## src/rtl/safe_lock_ctrl.sv

```systemverilog
// Combination-lock controller: builds an N-digit code from step/enter pulses, opens on match,
// locks out after MAX_TRIES failures. Optional auto-relock from OPEN under SAFE_LOCK_AUTORELOCK_EN.
module safe_lock_ctrl #(
  parameter int                    N_DIGITS    = 3,
  parameter logic [4*N_DIGITS-1:0] CODE        = 12'h753,
  parameter int                    MAX_TRIES   = 3,
  parameter int                    LOCKOUT_CYC = 100_000_000,
  parameter int                    RELOCK_CYC  = 500_000_000
) (
  input  logic       CLK,
  input  logic       BTNR,
  input  logic       step,
  input  logic       enter,
  input  logic       lock,
  output logic [3:0] dig,
  output logic [1:0] idx,
  output logic [1:0] tries,
  output logic [1:0] state,
  output logic       unlocked,
  output logic       alarm
);

  typedef enum logic [1:0] {
    ST_ENTRY   = 2'b00,
    ST_OPEN    = 2'b01,
    ST_LOCKOUT = 2'b10
  } state_t;

  localparam int          LT_W     = (LOCKOUT_CYC > 1) ? $clog2(LOCKOUT_CYC) : 1;
  localparam logic [LT_W-1:0] LT_LOAD = LT_W'(LOCKOUT_CYC - 1);
  localparam logic [15:0] CODE_EXT = 16'(CODE);
  localparam logic [1:0]  LAST_IDX = 2'(N_DIGITS - 1);
  localparam logic [1:0]  MAX_T    = 2'(MAX_TRIES);
  localparam logic [2:0]  MAX_T3   = 3'(MAX_TRIES);

  if (N_DIGITS < 1 || N_DIGITS > 4) begin : g_bad_n_digits
    $error("safe_lock_ctrl: N_DIGITS must be 1..4");
  end
  if (MAX_TRIES < 1 || MAX_TRIES > 3) begin : g_bad_max_tries
    $error("safe_lock_ctrl: MAX_TRIES must be 1..3");
  end
  if (LOCKOUT_CYC < 1 || RELOCK_CYC < 1) begin : g_bad_timers
    $error("safe_lock_ctrl: timer limits must be at least 1");
  end

  state_t            state_reg, state_next;
  logic [3:0]        dig_reg, dig_next;
  logic [1:0]        idx_reg, idx_next;
  logic [1:0]        tries_reg, tries_next;
  logic              mismatch_reg, mismatch_next;
  logic [LT_W-1:0]   lock_timer_reg, lock_timer_next;
  logic              unlocked_reg, unlocked_next;
  logic              alarm_reg, alarm_next;
  logic [3:0]        code_digits [4];
  logic              code_bad;

`ifdef SAFE_LOCK_AUTORELOCK_EN
  localparam int              RT_W    = (RELOCK_CYC > 1) ? $clog2(RELOCK_CYC) : 1;
  localparam logic [RT_W-1:0] RT_LOAD = RT_W'(RELOCK_CYC - 1);
  logic [RT_W-1:0] relock_timer_reg, relock_timer_next;
`endif

  for (genvar gi = 0; gi < 4; gi++) begin : g_code_digits
    assign code_digits[gi] = CODE_EXT[4*gi +: 4];
  end

  // Sticky across the whole attempt so a wrong digit is not revealed before the last enter.
  assign code_bad = mismatch_reg | (dig_reg != code_digits[idx_reg]);

  always_ff @(posedge CLK or posedge BTNR) begin
    if (BTNR) begin
      state_reg        <= ST_ENTRY;
      dig_reg          <= 4'd0;
      idx_reg          <= 2'd0;
      tries_reg        <= 2'd0;
      mismatch_reg     <= 1'b0;
      lock_timer_reg   <= '0;
      unlocked_reg     <= 1'b0;
      alarm_reg        <= 1'b0;
`ifdef SAFE_LOCK_AUTORELOCK_EN
      relock_timer_reg <= '0;
`endif
    end else begin
      state_reg        <= state_next;
      dig_reg          <= dig_next;
      idx_reg          <= idx_next;
      tries_reg        <= tries_next;
      mismatch_reg     <= mismatch_next;
      lock_timer_reg   <= lock_timer_next;
      unlocked_reg     <= unlocked_next;
      alarm_reg        <= alarm_next;
`ifdef SAFE_LOCK_AUTORELOCK_EN
      relock_timer_reg <= relock_timer_next;
`endif
    end
  end

  always_comb begin
    state_next        = state_reg;
    dig_next          = dig_reg;
    idx_next          = idx_reg;
    tries_next        = tries_reg;
    mismatch_next     = mismatch_reg;
    lock_timer_next   = lock_timer_reg;
`ifdef SAFE_LOCK_AUTORELOCK_EN
    relock_timer_next = relock_timer_reg;
`endif
    case (state_reg)
      ST_ENTRY: begin
        // enter has priority; a simultaneous step is dropped.
        if (enter) begin
          dig_next = 4'd0;
          if (idx_reg != LAST_IDX) begin
            idx_next      = idx_reg + 2'd1;
            mismatch_next = code_bad;
          end else begin
            idx_next      = 2'd0;
            mismatch_next = 1'b0;
            if (!code_bad) begin
              state_next = ST_OPEN;
              tries_next = 2'd0;
`ifdef SAFE_LOCK_AUTORELOCK_EN
              relock_timer_next = RT_LOAD;
`endif
            end else if ({1'b0, tries_reg} + 3'd1 < MAX_T3) begin
              tries_next = tries_reg + 2'd1;
            end else begin
              state_next      = ST_LOCKOUT;
              tries_next      = MAX_T;
              lock_timer_next = LT_LOAD;
            end
          end
        end else if (step) begin
          dig_next = (dig_reg == 4'd9) ? 4'd0 : dig_reg + 4'd1;
        end
      end
      ST_OPEN: begin
        if (lock) begin
          state_next = ST_ENTRY;
          dig_next   = 4'd0;
          idx_next   = 2'd0;
`ifdef SAFE_LOCK_AUTORELOCK_EN
          relock_timer_next = '0;
        end else if (relock_timer_reg == '0) begin
          state_next = ST_ENTRY;
          dig_next   = 4'd0;
          idx_next   = 2'd0;
          tries_next = 2'd0;
        end else begin
          relock_timer_next = relock_timer_reg - 1'b1;
`endif
        end
      end
      ST_LOCKOUT: begin
        if (lock_timer_reg == '0) begin
          state_next = ST_ENTRY;
          tries_next = 2'd0;
        end else begin
          lock_timer_next = lock_timer_reg - 1'b1;
        end
      end
      default: begin
        state_next = ST_ENTRY;
      end
    endcase
  end

  always_comb begin
    unlocked_next = (state_next == ST_OPEN);
    alarm_next    = (state_next == ST_LOCKOUT);
  end

  assign dig      = dig_reg;
  assign idx      = idx_reg;
  assign tries    = tries_reg;
  assign state    = state_reg;
  assign unlocked = unlocked_reg;
  assign alarm    = alarm_reg;

endmodule

```

## config.mk

```make
export PLATFORM = sky130hd
export DESIGN_NAME = safe_lock_ctrl
export DESIGN_NICKNAME = d
export VERILOG_FILES = /design/src/rtl/safe_lock_ctrl.sv
export SDC_FILE = /design/constraint.sdc
export NUM_CORES = 1
export LEC_CHECK = 0
export CAP_MARGIN = 40
export CORE_AREA = 5 5 62 76
export DETAILED_ROUTE_END_ITERATION = 8
export DIE_AREA = 0 0 67 81
export PLACE_DENSITY_LB_ADDON = 0.12
export SYNTH_ARGS = -nofsm -noshare
export SYNTH_HDL_FRONTEND = slang
export SYNTH_SLANG_ARGS = --single-unit
```

## constraint.sdc

```tcl
create_clock -name CLK -period 4.45 [get_ports CLK]
set_input_delay 0.445 -clock CLK [delete_from_list [all_inputs] [get_ports CLK]]
set_output_delay 0.445 -clock CLK [all_outputs]
set_load 0.02 [all_outputs]
```

==> Word level (Yosys, flattened, before mapping) <==
Cells that the tools add are included.
{ "classes": {"addsub": 5, "order_cmp": 2, "n_eq_ne": 15, "n_mux": 32, "n_bitwise": 2, "reduce_logical": 9} }
{ "op_table": {"columns": ["cell", "count"], "rows": [
  ["27-bit two-way mux", 5],
  ["27-bit case mux with 2 select lines", 1],
  ["2-bit two-way mux", 14],
  ["27-bit logical NOT", 1],
  ["27-bit by 1-bit subtractor with 27-bit output (second input constant)", 1],
  ["4-bit two-way mux", 6],
  ["2-bit != test (second input constant)", 8],
  ["4-bit binary-select mux with 2-bit select", 1],
  ["2-bit case mux with 2 select lines", 2],
  ["4-bit case mux with 2 select lines", 1],
  ["2-bit case mux with 3 select lines", 1],
  ["3-bit AND reduction", 2],
  ["6-bit AND reduction", 1],
  ["2-bit by 1-bit adder with 2-bit output (second input constant)", 2],
  ["4-bit by 1-bit adder with 4-bit output (second input constant)", 1],
  ["2-bit by 1-bit == test with 1-bit output (second input constant)", 2],
  ["2-bit == test (second input constant)", 2],
  ["4-bit == test (second input constant)", 1],
  ["4-bit != test", 1],
  ["4-bit AND reduction", 1],
  ["2-bit nonzero test", 2],
  ["2-bit by 1-bit adder with 3-bit output (second input constant)", 1],
  ["3-bit greater-or-equal comparator (second input constant)", 1],
  ["3-bit by 2-bit < comparator with 1-bit output (second input constant)", 1],
  ["6 further kinds", 6]
]} }
{ "totals": {"ff_bits": 40, "inputBits": 5, "out_inout_bits": 12, "wordCells": 73} }

==> Depth between registers and ports, before layout <==
{ "depth": {"depth_word": 11, "depth_mapped": 9, "ltp_nobuf": 7} }

==> Least setup slack after synthesis <==
OpenSTA, ideal clock, no wires.
{ "synth_path": {"kind": "register -> register", "startpoint": "reg lock_timer_reg[5]", "endpoint": "reg lock_timer_reg[25]", "setup_time_ps": 66, "arrival_time_ps": 2610, "required_time_ps": 4384, "path_slack_ps": 1774, "stages_incl_launch_ff": 8, "path_buffers": 2, "synth_period_minus_slack_ps": 2676, "cell_sequence": "dfrtp_1 or4_1 buf_2 or4_1 clkbuf_2 or4_4 or4_1 nand2_1"} }
{ "synth_between": {"elab_chain_cells": 3, "elab_cells_between_ends": 6, "cone_classes": "add/sub: 1; eq/ne: 1; mux: 2; reduce/logical: 2"} }
{ "synth_lines": {"columns": ["item", "line_no", "rtl"], "rows": [
  ["start: declaration", "51", "logic [LT_W-1:0] lock_timer_reg, lock_timer_next;"],
  ["start signal: assignment", "89", "lock_timer_reg <= lock_timer_next;"],
  ["27-bit by 1-bit subtractor with 27-bit output / 27-bit logical NOT (equally long branches)", "159, 155", null],
  ["27-bit two-way mux / 2-bit != test (equally long branches)", null, null],
  ["27-bit case mux with 2 select lines / 6-bit AND reduction (equally long branches)", null, null]
]} }
Parallel ways exist; a longest one is shown, timed or not. The select of a mux whose other input is x is not followed.
A chain may end at the register's enable or synchronous reset.

==> Final worst setup path <==
{ "layout_path": {"startpoint": "reg lock_timer_reg[3]", "endpoint": "reg lock_timer_reg[25]"} }
The elaborated chain is that of the path after synthesis.

==> flow_metrics.py <==
metrics = {
    "run_status": {
        "outcome": "finished, final reports clean",
    },
    "cells_and_area": {
        "utilization_pct": 65.6,
        "diodes": 0,
        "layout.nets": 266,
        "largest_register_ff_count": 27,
        "layout-drive-gt1-share_pct": 7.51,
        "fillers": 342,
        "area_growth_syn_to_layout_pct": 12.5,
    },
    "timing": {
        "worst_slew_pin_slew_ns": 0.761,
        "rsz0062_at_grt": "false",
        "period_share_pct": 61.8,
        "skew_ns": 0.00589,
        "fmax_mhz": 363,
        "finalSetupTns_ns": 0,
        "finalSetupViolCount": 0,
        "min_period_ns": 2.75,
        "slew_violations": 0,
        "hold_viol": 0,
        "hold_slack_ns": 0.472,
        "relSlewSlack_pct": 48.9,
    },
    "synth": {
        "avgSynthCellArea_um2": 9.43,
        "yosys.area.top_type": "dfrtp_1",
        "synth_fp_nets": 251,
        "postSynthCellCount": 238,
        "synth-main-ff-cell": "dfrtp_1",
        "synth-seq-cells": 40,
        "synthTopCellsByArea": "dfrtp_1 45%, ha_1 4.5%, or4_1 4.0%",
        "synth_edf_count": 0,
        "netlist_area_um2": 2240,
        "synth.distinct_cells": 46,
        "async_flop_share_pct": 100,
        "yosysSeqAreaShare_pct": 44.6,
        "synth.top_cell.area_share_pct": 44.6,
        "synth_warnings": 0,
    },
    "power": {
        "powerDensity_nw_per_um2": 239,
        "finalPower_uw": 604,
        "power_leakage_uw": 0.000950,
        "ir_drop_uv": 211,
    },
    "setup_path": {
        "critPathLaunchType": "flip-flop",
        "crit_family": "simple AND/OR/NAND/NOR gates",
        "r2r-start": "lock_timer_reg[3]",
        "crit_buf_inv": 0,
        "crit_required_ns": 4.69,
        "crit_chain": "or4_1 -> or4_1 -> or4_4 -> or4_1 -> nand2_1",
        "crit_arrival_ns": 2.99,
        "max_stage_delay_ns": 0.66,
        "path_max_fanout": 7,
        "end_kind": "flip-flop",
        "crit_start": "lock_timer_reg[3]",
        "cpMaxStageDelayCell": "or4_1",
        "path_class": "reg -> reg",
        "cp_common_cell": "or4_1",
    },
    "worst_hold_path": {
        "hp-start": "lock_timer_reg[5]",
        "hp-class": "reg -> reg",
    },
    "global_routing": {
        "grt_max_degree": 41,
        "grt_first_pass_wirelength_um": 8050,
        "antenna_found_initial": 0,
        "grt_pass1_vias": 1749,
        "overflow": 0,
        "gr-usage-all-layers_pct": 19.4,
    },
    "clocking": {
        "tritoncts": "built",
        "clock_sinks": 40,
        "clkTransAtPathRegs_ns": 0.07,
        "postCtsSetupRepairBufs": 0,
        "hold_buffers": 0,
        "cts.repair.resized": 0,
        "root_buffer": "clkbuf_8",
        "cts_buffer_depth": 2,
        "htreeDepth": 2,
        "clk_latency_ns": 0.30,
        "cts_buffers": 5,
    },
    "run": {
        "cap_violations": 0,
    },
    "floorplanning": {
        "start_util_pct": 58.3,
        "die_area_um2": 5430,
        "chipWidth_um": 67,
        "die_h_um": 81,
        "rows": 25,
        "ios": 17,
        "coreArea_um2": 3850,
    },
    "place": {
        "gp_congestion": 0.817,
        "portBuffers": 16,
        "dpl.hpwl_um": 3380,
    },
    "routing": {
        "wl_um": 4680,
        "drcViolationCount": 0,
        "dr.pass1.iters": 4,
        "vias_per_cell": 5.99,
        "antenna_left": 0,
        "detail_route.wl_per_cell_um": 15.2,
        "drt_iter0_drc": 71,
        "vias": 1840,
    },
}
-- report_power, final --
part           switching [µW]  internal [µW]  total [µW]
sequential                  0            363         363
combinational            8.56           3.95        12.5
clock                     122            107         228
total                     130            474         604
-- placed cells by master (no fill, tap or decap), drive strengths merged, types with 2 or more instances in the layout --
cell and instances:
and4 6, o31ai 7, nand3 6, o22ai 2, or2 4, or4 13, a21oi 11, nor4 5
o21ai 12, nor2 19, a211oi 2, nand2b 6, nand2 16, xor2 5, a22oi 2, or3 5
nand4b 2, o211a 2, a21o 2, xnor2 3, o211ai 4, nor3b 2, nor3 6, ha 8
inv 13, buf 2, clkdlybuf4s50 16, a211o 2, clkbuf 6, nand4 3, dfrtp 40, nand3b 2
a31oi 5, mux2i 4
-- cell type report --
class                   count  area (µm²)  area share [%]
clock buffers               6        72.6            2.87
flip-flops and latches     40        1000            39.6
inverters                  13        48.8            1.93
repair buffers             18         175            6.94
well taps                  54        67.6            2.68
multi-input cells         175        1150            45.7
clock inverters             1        5.00           0.198
-- worst reg2reg max path, cell delays in order, from the launching register on --
cell     delay, ns
dfrtp_1       0.43
or4_1         0.57
or4_1         0.66
or4_4         0.56
or4_1         0.40
nand2_1       0.07
-- worst paths after layout --
check | end | slack [ns] | cells past startpoint
max | lock_timer_reg[25] | 1.70 | 5
max reg2reg | lock_timer_reg[25] | 1.70 | 5
min reg2reg | lock_timer_reg[5] | 0.47 | 1
min in group asynchronous | dig[2] | 0.56 | 3
min | lock_timer_reg[5] | 0.47 | 1
max in group asynchronous | lock_timer_reg[15] | 3.53 | 3
-- Yosys cell counts (3+ instances only) --
| cell | number |
|---|---|
| o31ai_1 | 7 |
| clkbuf_1 | 8 |
| mux2i_1 | 4 |
| or2_2 | 4 |
| nor3_1 | 6 |
| o21ai_0 | 12 |
| nand2b_1 | 6 |
| a21oi_1 | 11 |
| nand4_1 | 3 |
| o211ai_1 | 4 |
| xor2_1 | 5 |
| and4_1 | 6 |
| a31oi_1 | 5 |
| dfrtp_1 | 40 |
| or4_1 | 12 |
| ha_1 | 8 |
| nor4_1 | 4 |
| nor2_1 | 19 |
| or3_1 | 4 |
| xnor2_1 | 3 |
| nand3_1 | 6 |
| inv_1 | 13 |
| nand2_1 | 16 |
-- layer usage --
layer  part of all wire, %  wire [µm]  track usage (%)
met1                    42       1970             22.6
met2                    52       2410             33.8
met3                   4.2        196             3.87
met4                   2.1         97             8.92
met5                     0          0                0
-- through the flow --
| step | worst slack (ns) | area [µm²] | cells |
|---|---|---|---|
| 2_1_floorplan | 1.77 | 2240 | 238 |
| 3_3_place_gp | 1.74 | 2450 | 300 |
| 3_5_place_dp | 1.71 | 2450 | 300 |
| 4_1_cts | 1.71 | 2520 | 307 |
| 5_1_grt | 1.47 | 2520 | 307 |
| 6_report | 1.70 | 2520 | 307 |
-- cell families (layout without fill, tap and decap cells) --
group                    after synthesis  after routing  share of synthesized area [%]
AO/OA/AOI/OAI                         56             56                           16.4
XOR/XNOR                               8              8                           3.12
adder cells (fa/ha/maj)                8              8                           4.46
buffers and inverters                 23             38                           3.96
flip-flops                            40             40                           44.6
multiplexers                           4              4                           1.78
AND/OR/NAND/NOR                       99             99                           25.6
Note: power is estimated with default switching activity, not from simulation.
